==> src/rtl/i2c_pkg.sv <==
// Shared I2C definitions: bus-level ACK/NACK values, the default MAX9850
// target address, and the target-side protocol state encoding.
package i2c_pkg;

    localparam logic       I2C_ACK      = 1'b0;
    localparam logic       I2C_NACK     = 1'b1;
    localparam logic [6:0] MAX9850_ADDR = 7'h10;

    // Target protocol states. Each received byte has its own ACK state so the
    // state itself says where to go after the ACK clock.
    typedef enum logic [3:0] {
        ST_IDLE,
        ST_ADDR,
        ST_ADDR_ACK,
        ST_WR_PTR,
        ST_PTR_ACK,
        ST_WR_DATA,
        ST_DATA_ACK,
        ST_RD_DATA,
        ST_RD_ACK,
        ST_IGNORE
    } state_t;

endpackage

==> src/rtl/i2c_bus_sync.sv <==
// I2C pin conditioning: 2-FF synchronizers on SCL and SDA, plus SCL edge and
// START/STOP detection on the synchronized levels. Events are single-cycle
// combinational strobes derived from the synchronized and previous values.
module i2c_bus_sync (
    input  logic i_clk,
    input  logic i_rst,
    input  logic scl_pin,
    input  logic sda_pin,
    output logic scl_rise,
    output logic scl_fall,
    output logic start,
    output logic stop,
    output logic sda_s
);

    logic [1:0] scl_ff;
    logic [1:0] sda_ff;
    logic       scl_s;
    logic       scl_p;
    logic       sda_p;

    assign scl_s = scl_ff[1];
    assign sda_s = sda_ff[1];

    // Synchronize both pins and keep the previous synchronized level for edge
    // detection; reset to an idle (released, high) bus so no event fires.
    always_ff @(posedge i_clk or posedge i_rst) begin
        if (i_rst) begin
            scl_ff <= 2'b11;
            sda_ff <= 2'b11;
            scl_p  <= 1'b1;
            sda_p  <= 1'b1;
        end else begin
            // NOTE: non-blocking assignments make every flop sample the old
            // value of its neighbour, which is what turns this into a shift chain.
            scl_ff <= {scl_ff[0], scl_pin};
            sda_ff <= {sda_ff[0], sda_pin};
            scl_p  <= scl_s;
            sda_p  <= sda_s;
        end
    end

    assign scl_rise = scl_s & ~scl_p;
    assign scl_fall = ~scl_s & scl_p;
    // SDA moving while SCL is stably high is a bus condition, never data.
    assign start    = scl_s & scl_p & sda_p & ~sda_s;
    assign stop     = scl_s & scl_p & ~sda_p & sda_s;

endmodule

==> src/rtl/i2c_target_regs.sv <==
// I2C target with a byte-wide register file. First written byte after the
// address sets the register pointer; further written bytes store at the
// pointer and auto-increment it. Reads return bytes from the pointer, also
// auto-incrementing. SCL is input-only; SDA is driven open-drain via OE.
module i2c_target_regs
    import i2c_pkg::*;
#(
    parameter logic [6:0] DEV_ADDR = MAX9850_ADDR,
    parameter int         NUM_REGS = 16,
    parameter int         PTR_W    = $clog2(NUM_REGS)
) (
    input  logic                  i_clk,
    input  logic                  i_rst,
    input  logic                  I2C_SCL,
    input  logic                  I2C_SDA_I,
    output logic                  I2C_SDA_O,
    output logic                  I2C_SDA_OE,
    output logic [8*NUM_REGS-1:0] o_regs,
    output logic                  o_wr_stb,
    output logic [PTR_W-1:0]      o_wr_addr,
    output logic [7:0]            o_wr_data,
    output logic                  o_busy
);

    logic scl_rise, scl_fall, start, stop, sda_s;

    i2c_bus_sync u_sync (
        .i_clk   (i_clk),
        .i_rst   (i_rst),
        .scl_pin (I2C_SCL),
        .sda_pin (I2C_SDA_I),
        .scl_rise(scl_rise),
        .scl_fall(scl_fall),
        .start   (start),
        .stop    (stop),
        .sda_s   (sda_s)
    );

    state_t           state, state_n;
    logic [3:0]       cnt, cnt_n;     // bits received / driven in current byte
    logic [7:0]       sh, sh_n;       // receive or transmit shift register
    logic [PTR_W-1:0] ptr, ptr_n;
    logic             rw, rw_n;
    logic             oe, oe_n;
    logic             busy, busy_n;
    logic             we;
    logic [7:0]       byte_in;
    logic [7:0]       rd_byte;
    logic [7:0]       regs [NUM_REGS];

    assign byte_in = {sh[6:0], sda_s};
    assign rd_byte = regs[ptr];

    // Next-state and datapath decisions, driven by the bus events.
    always_comb begin
        // NOTE: every target gets a hold default first so no path through the
        // branches below leaves a variable unassigned and infers a latch.
        state_n = state;
        cnt_n   = cnt;
        sh_n    = sh;
        ptr_n   = ptr;
        rw_n    = rw;
        oe_n    = oe;
        busy_n  = busy;
        we      = 1'b0;

        if (stop) begin
            state_n = ST_IDLE;
            oe_n    = 1'b0;
            busy_n  = 1'b0;
        end else if (start) begin
            state_n = ST_ADDR;
            cnt_n   = 4'd0;
            oe_n    = 1'b0;
        end else begin
            case (state)
                ST_ADDR, ST_WR_PTR, ST_WR_DATA: begin
                    if (scl_rise && cnt != 4'd8) begin
                        sh_n  = byte_in;
                        cnt_n = cnt + 4'd1;
                        if (cnt == 4'd7) begin
                            if (state == ST_ADDR) begin
                                if (byte_in[7:1] == DEV_ADDR) begin
                                    busy_n = 1'b1;
                                    rw_n   = byte_in[0];
                                end else begin
                                    state_n = ST_IGNORE;
                                end
                            end else if (state == ST_WR_PTR) begin
                                ptr_n = byte_in[PTR_W-1:0];
                            end else begin
                                we    = 1'b1;
                                ptr_n = ptr + PTR_W'(1);
                            end
                        end
                    end else if (scl_fall && cnt == 4'd8) begin
                        oe_n = 1'b1;
                        if (state == ST_ADDR)        state_n = ST_ADDR_ACK;
                        else if (state == ST_WR_PTR) state_n = ST_PTR_ACK;
                        else                         state_n = ST_DATA_ACK;
                    end
                end
                ST_ADDR_ACK: begin
                    if (scl_fall) begin
                        if (!rw) begin
                            oe_n    = 1'b0;
                            cnt_n   = 4'd0;
                            state_n = ST_WR_PTR;
                        end else begin
                            // First data bit goes out on the same falling edge
                            // that ends the ACK clock.
                            oe_n    = ~rd_byte[7];
                            sh_n    = {rd_byte[6:0], 1'b0};
                            cnt_n   = 4'd1;
                            ptr_n   = ptr + PTR_W'(1);
                            state_n = ST_RD_DATA;
                        end
                    end
                end
                ST_PTR_ACK, ST_DATA_ACK: begin
                    if (scl_fall) begin
                        oe_n    = 1'b0;
                        cnt_n   = 4'd0;
                        state_n = ST_WR_DATA;
                    end
                end
                ST_RD_DATA: begin
                    if (scl_fall) begin
                        if (cnt != 4'd8) begin
                            oe_n  = ~sh[7];
                            sh_n  = {sh[6:0], 1'b0};
                            cnt_n = cnt + 4'd1;
                        end else begin
                            oe_n    = 1'b0;
                            state_n = ST_RD_ACK;
                        end
                    end
                end
                ST_RD_ACK: begin
                    if (scl_rise) begin
                        if (sda_s == I2C_ACK) begin
                            sh_n    = rd_byte;
                            cnt_n   = 4'd0;
                            ptr_n   = ptr + PTR_W'(1);
                            state_n = ST_RD_DATA;
                        end else begin
                            state_n = ST_IGNORE;
                        end
                    end
                end
                default: ;
            endcase
        end
    end

    // Protocol state and control registers; OE clears asynchronously on reset.
    always_ff @(posedge i_clk or posedge i_rst) begin
        if (i_rst) begin
            state <= ST_IDLE;
            cnt   <= 4'd0;
            sh    <= 8'h00;
            ptr   <= '0;
            rw    <= 1'b0;
            oe    <= 1'b0;
            busy  <= 1'b0;
        end else begin
            state <= state_n;
            cnt   <= cnt_n;
            sh    <= sh_n;
            ptr   <= ptr_n;
            rw    <= rw_n;
            oe    <= oe_n;
            busy  <= busy_n;
        end
    end

    // Register file and the write strobe that reports each committed byte.
    always_ff @(posedge i_clk or posedge i_rst) begin
        if (i_rst) begin
            // NOTE: the register file is visible to fabric, so it is reset
            // explicitly instead of being left as uninitialized storage.
            for (int k = 0; k < NUM_REGS; k++) regs[k] <= 8'h00;
            o_wr_stb  <= 1'b0;
            o_wr_addr <= '0;
            o_wr_data <= 8'h00;
        end else begin
            o_wr_stb <= we;
            if (we) begin
                regs[ptr] <= byte_in;
                o_wr_addr <= ptr;
                o_wr_data <= byte_in;
            end
        end
    end

    for (genvar k = 0; k < NUM_REGS; k++) begin : g_flat
        assign o_regs[8*k +: 8] = regs[k];
    end

    assign I2C_SDA_O  = 1'b0;
    assign I2C_SDA_OE = oe;
    assign o_busy     = busy;

endmodule

==> config.mk <==
export PLATFORM = sky130hd
export DESIGN_NAME = i2c_target_regs
export DESIGN_NICKNAME = d
export VERILOG_FILES = /design/src/rtl/i2c_pkg.sv /design/src/rtl/i2c_bus_sync.sv /design/src/rtl/i2c_target_regs.sv
export SDC_FILE = /design/constraint.sdc
export NUM_CORES = 1
export LEC_CHECK = 0
export CORE_UTILIZATION = 45
export CTS_CLUSTER_DIAMETER = 150
export DETAILED_ROUTE_END_ITERATION = 10
export GPL_TIMING_DRIVEN = 0
export HOLD_SLACK_MARGIN = 0.12
export PLACE_DENSITY = 0.83
export SYNTH_ARGS = -nofsm -noshare
export SYNTH_HDL_FRONTEND = slang
export SYNTH_SLANG_ARGS = --single-unit
==> constraint.sdc <==
create_clock -name i_clk -period 5.94 [get_ports i_clk]
set_input_delay 1.188 -clock i_clk [delete_from_list [all_inputs] [get_ports i_clk]]
set_output_delay 1.188 -clock i_clk [all_outputs]
set_load 0.05 [all_outputs]
# [Word-level counts from Yosys, hierarchy flattened]
# Cells that the tools add are included.
# W data, S select, Z words.
[totals] register_bits=170 inputBits=4 output_inout_bits=144 elab_cells=186
[op_classes] add_sub_neg=2 n_lt_le_gt_ge=2 n_eq_ne=40 muxes=74 bitwise=16 reduce_logical=22
[op_table] cell="$bwmux W128" n=1
[op_table] cell="$mux W4" n=29
[op_table] cell="$mux W8" n=10
[op_table] cell="$pmux W4 S5" n=2
[op_table] cell="$bmux W8 S4" n=1
[op_table] cell="$demux W8 S4" n=1
[op_table] cell="$ne A4 B4 Y1 const B" n=8
[op_table] cell="$pmux W8 S4" n=1
[op_table] cell="$reduce_and A10 Y1" n=3
[op_table] cell="$mux W1" n=24
[op_table] cell="$ne A3 B3 Y1 const B" n=7
[op_table] cell="$eq A4 B3 Y1 const B" n=5
[op_table] cell="$ne A5 B5 Y1 const B" n=4
[op_table] cell="$ne A2 B2 Y1 const B" n=9
[op_table] cell="$pmux W4 S3" n=1
[op_table] cell="$reduce_and A6 Y1" n=2
[op_table] cell="$reduce_bool A6 Y1" n=2
[op_table] cell="$reduce_bool A2 Y1" n=5
[op_table] cell="$reduce_and A9 Y1" n=1
[op_table] cell="$add A4 B1 Y4 const B" n=2
[op_table] cell="$eq A4 B2 Y1 const B" n=2
[op_table] cell="$eq A4 B4 Y1 const B" n=2
[op_table] cell="$not A1 Y1" n=8
[op_table] cell="$and A1 B1 Y1" n=7
[op_table] cell="16 further kinds" n=19

# [Depth between registers and ports, before layout]
[logic_depth] depth_word=10 depth_mapped=9 ltp_nobuf=8

# [Hierarchy]
# A second synthesis with hierarchy kept.
[hier_totals] hier_cells=630 hier_area_um2=8592.0
[modules_own_cells] module="i2c_target_regs" n_inst=1 cells_per_inst=619 area_each_um2=8398.1 seq_area_each_um2=4103.9
[modules_own_cells] module="i2c_bus_sync" n_inst=1 cells_per_inst=11 area_each_um2=193.9 seq_area_each_um2=157.7

# [Worst setup path after synthesis]
# Ideal clock, no wire load.
[synth_timing] path_kind="register to register" startpoint="register u_sync.scl_ff[1]" endpoint="register regs, in the netlist o_regs[25]" setup_time_ns=0.128 arrival_ns=2.202 t_required_ns=5.812 setup_slack_ns=3.610 stages_incl_launch_ff=7 n_path_buf=0 synth_period_minus_slack_ns=2.330 cell_sequence="dfstp_2 -> nand2b_1 -> or3_4 -> nor4b_4 -> nor3b_4 -> nand2_2 -> mux2_1"
[synth_via] elab_chain_len=6 elab_cells_between_ends=11 cone_classes="mux: 4; bitwise: 6; reduce/logical: 1"
[synth_lines] element="start: declaration" line="i2c_bus_sync.sv:16" rtl="logic [1:0] scl_ff;"
[synth_lines] element="start signal: assignment" line="i2c_bus_sync.sv:36" rtl="scl_ff <= {scl_ff[0], scl_pin};"
[synth_lines] element="$and A1 B1 Y1" line="i2c_bus_sync.sv:43" rtl="assign scl_rise = scl_s & ~scl_p;"
[synth_lines] element="$logic_and A1 B1 Y1" line="i2c_target_regs.sv:78" rtl="if (scl_rise && cnt != 4'd8) begin"
[synth_lines] element="$mux W1" line="i2c_target_regs.sv:78"
[synth_lines] element="$mux W1" line="i2c_target_regs.sv:76" rtl="case (state)"
[synth_lines] element="$mux W1" line="i2c_target_regs.sv:71" rtl="end else if (start) begin"
[synth_lines] element="$mux W1 *" line="i2c_target_regs.sv:67" rtl="if (stop) begin"
[synth_lines] element="end signal: indexed assignment" line="i2c_target_regs.sv:189" rtl="regs[ptr] <= byte_in;"
[synth_lines] element="end: declaration" line="i2c_target_regs.sv:49" rtl="logic [7:0] regs [NUM_REGS];"
# Every way passes the cells marked *; elsewhere a longest branch is shown, timed or not.
# A chain may end at the register's enable or synchronous reset.

# [Final worst setup path]
[layout_timing] startpoint="register ptr[1]" endpoint="register sh[3]"
[layout_via] elab_chain_len=7 elab_cells_between_ends=9 cone_classes="mux: 8; bitwise: 1"
[layout_lines] element="start: declaration" line="i2c_target_regs.sv:42" rtl="logic [PTR_W-1:0] ptr, ptr_n;"
[layout_lines] element="start signal: assignment" line="i2c_target_regs.sv:170" rtl="ptr <= ptr_n;"
[layout_lines] element="$not A4 Y5 (implied by the code) *" line="i2c_target_regs.sv:52" rtl="assign rd_byte = regs[ptr];"
[layout_lines] element="$bmux W8 S4 *" line="i2c_target_regs.sv:52"
[layout_lines] element="$mux W8 (implied by the code) * (2 in a row)" line="i2c_target_regs.sv:52"
[layout_lines] element="$mux W8 (on tied branches)" line="i2c_target_regs.sv:141, i2c_target_regs.sv:105"
[layout_lines] element="$mux W8 (on tied branches)" line="i2c_target_regs.sv:140, i2c_target_regs.sv:104"
[layout_lines] element="$pmux W8 S4 *" line="i2c_target_regs.sv:76"
[layout_lines] element="end signal: assignment" line="i2c_target_regs.sv:169" rtl="sh <= sh_n;"
[layout_lines] element="end: declaration" line="i2c_target_regs.sv:41" rtl="logic [7:0] sh, sh_n;"
# Every way passes the cells marked *; elsewhere a longest branch is shown, timed or not. The select of a mux whose other input is x is not followed.

==> flow_summary.json <==
{
  "cap_viol_max_count": 0,
  "clkTransAtPathRegs_ns": 0.07,
  "dr.pass1.iters": 5,
  "final_cell_mix": "dfrtp_1, clkdlybuf4s50_1, mux2_2",
  "drtIter0Drc": 491,
  "ys_seq_elements": 170,
  "drive_above_1_share_pct": 28.32,
  "r2r_cells": 6,
  "max_stage_delay_ns": 0.69,
  "max_clock_freq_ghz": 0.3193,
  "post-cts-setup-buffers": 0,
  "first_global_vias": 6632,
  "reg2reg_slack_ns": 2.81,
  "die-area_um2": 19490,
  "post-place-ws_ns": 2.911,
  "drc_errors": 0,
  "required_ns": 6.25,
  "period_needed_ns": 3.132,
  "setup-tns-final_ns": 0,
  "timing.final.ws_setup_ns": 2.808,
  "cts_sinks": 170,
  "portBuffers": 146,
  "synth_compound_area_share_pct": 9.148,
  "crit_buf_inv": 2,
  "min_to": "u_sync.sda_ff[1]",
  "hpwlAfterDp_mm": 18.11,
  "drt-total-wl_mm": 25.68,
  "hp-start": "u_sync.sda_ff[0]",
  "via_per_inst": 6.085,
  "hp-class": "reg -> reg",
  "insertion_delay_ns": 0.44,
  "cts_made_buffers": 17,
  "crit_arrival_ns": 3.44,
  "path_class": "reg -> reg",
  "status": "finished, final reports clean",
  "synthMuxAreaShare_pct": 26.98,
  "syn_nets": 682,
  "syn-cell-area_um2": 8521,
  "cp-end-kind": "register",
  "grt-ovfl-total": 0,
  "syn_inst": 672,
  "worstMarginPinSlew_ns": 1.326,
  "ir_worst_vdd_mv": 0.2565,
  "start_util_pct": 46.64,
  "synth_edf_count": 0,
  "hold_path_depth": 0,
  "ctsResizeCount": 0,
  "hold_buffers": 0,
  "crit-reg2reg-capture": "sh[3]",
  "drtAntennaViolNets": 0,
  "h-tree-depth": 4,
  "powerDensity_nw_per_um2": 350.5,
  "avgSynthCellArea_um2": 12.68,
  "timing.critical_path.mode_cell": "clkbuf_1",
  "antenna_found_initial": 0,
  "grt_max_degree": 91,
  "seq_area_frac_synth_pct": 50.01,
  "dieWidth_um": 139.6,
  "synth_cell_types": 69,
  "ys_async_sr_fraction_pct": 100.0,
  "root_buffer": "clkbuf_16",
  "rr_startpoint": "ptr[1]",
  "rows": 49,
  "synth_xor_area_share_pct": 0.3084,
  "yosys.area_share.simple_pct": 9.530,
  "slowest_stage": "clkbuf_1",
  "path_cells": "clkbuf_1, clkbuf_1, mux4_2, a22o_1, a2111oi_0, a21oi_1",
  "leakagePower_uw": 0.004885,
  "post-route-period-util_pct": 52.73,
  "cts_tree": "done",
  "synth_top_family_by_area": "multiplexers",
  "diodes": 0,
  "crit_family": "buffers and inverters",
  "cts_max_path_buffers": 2,
  "final-max-slew-violation-count": 0,
  "area_growth_pct": 27.84,
  "wl_per_cell_um": 23.78,
  "grt_pass1_wl_mm": 39.80,
  "whs_ns": 0.3563,
  "place_congestion": 0.9453,
  "die_h_um": 139.6,
  "coreArea_um2": 18270,
  "finClkSkew_ns": 0.009233,
  "yosysWarningCount": 0,
  "hold_viol_final": 0,
  "layout_commonest_cell": "dfrtp_1",
  "ys.flop_type": "dfrtp_1",
  "rsz0062_at_grt": "no",
  "setup_violations": 0,
  "fin_nets": 848,
  "io_pins": 148,
  "synthAdderAreaFrac_pct": 0.8811,
  "grt_usage_pct": 27.30,
  "crit_fanout": 10,
  "vias": 6572,
  "slew_headroom_pct": 10.33,
  "critical_path.startpoint_type": "register"
}
[logic make-up (layout without fill, tap and decap cells)]
kind of cell	Yosys count	count (layout)
compound gates	110	110
flops	170	170
simple gates	145	145
fa+ha+maj	6	6
other cells	1	1
buf+inv	63	242
xor+xnor	3	3
mux	174	174
[worst max-delay path by stage]
stage,from,to,slack [ns],cells past startpoint
detailed placement,ptr[1],sh[5],2.91,6
global placement,i_rst,o_wr_data[1],-2.14,2
finish,ptr[1],sh[3],2.81,6
global route,ptr[1],sh[4],2.72,6
CTS,ptr[1],sh[5],2.89,6
floorplan,i_rst,I2C_SDA_OE,0.16,1
[worst register-to-register path, cell delays in order (launching register included)]
cell and delay [ns]:
dfrtp_1 0.37, clkbuf_1 0.65, clkbuf_1 0.69, mux4_2 0.45, a22o_1 0.24, a2111oi_0 0.47, a21oi_1 0.13
[through the flow]
step	instance area, um2	cells	power, uW	util [%]
floorplan	8521	672	2287	-
global placement	10270	1047	2668	56.20
detailed placement	10300	1048	2687	56.40
CTS	10890	1080	3796	59.59
global route	10890	1080	3984	59.62
finish	10890	1080	3818	59.62
[report_power, final]
part	internal (uW)	switching (uW)	leakage, uW
sequential	1230	53.5	0.00231
combinational	473	947	0.00229
clock	609	502	0.000279
[state kept, by name, indices dropped and copies added (netlist names), 2 cells and up]
register / flops
u_sync.sda_ff: 2
sh: 8
o_wr_addr: 4
o_wr_data: 8
u_sync.scl_ff: 2
o_regs: 128
state: 4
cnt: 4
ptr: 4
[synth_stat cells (3+ instances only)]
cell type,number,share of area (%)
and2_0,6,0.44
dfrtp_1,164,48
a221oi_1,5,0.51
mux2_1,6,0.79
buf_4,3,0.26
buf_2,13,0.76
nand3_1,9,0.53
or2_2,3,0.22
dfstp_2,6,1.9
nand2b_1,8,0.59
a22o_1,14,1.4
mux2i_1,8,0.94
mux4_2,31,8.2
a2111oi_0,6,0.62
nand2_2,8,0.59
nand2_1,37,1.6
nor2_1,25,1.1
o211ai_1,4,0.35
a22oi_1,3,0.26
nand3b_1,3,0.26
nand4_2,4,0.59
clkbuf_1,35,1.5
a21o_1,4,0.35
o21a_1,4,0.35
ha_1,6,0.88
or3_1,5,0.37
nor3_1,11,0.65
nor2b_1,6,0.44
o22ai_1,8,0.59
inv_1,9,0.40
o21ai_0,14,0.82
mux2_2,129,17
a31oi_1,6,0.44
a21oi_1,22,1.3
[layer usage]
layer  vias up  share of wire (%)  GRT usage (%)
met5         -                  0              0
met4         0                3.1          11.91
met3        49                7.6          6.538
met2       305                 50          45.33
met1      3375                 40          34.09
li1       2843                  -              -
[cell type report]
class,count,area [um2]
fillers,1445,7377
flip-flops and latches,170,4262
multi-input cells,439,4001
repair buffers,147,1489
clock buffers,19,452.9
well taps,229,286.5
plain buffers,52,222.7
clock inverters,13,130.1
inverters,11,48.80
Power figures use the tool's default switching activity.
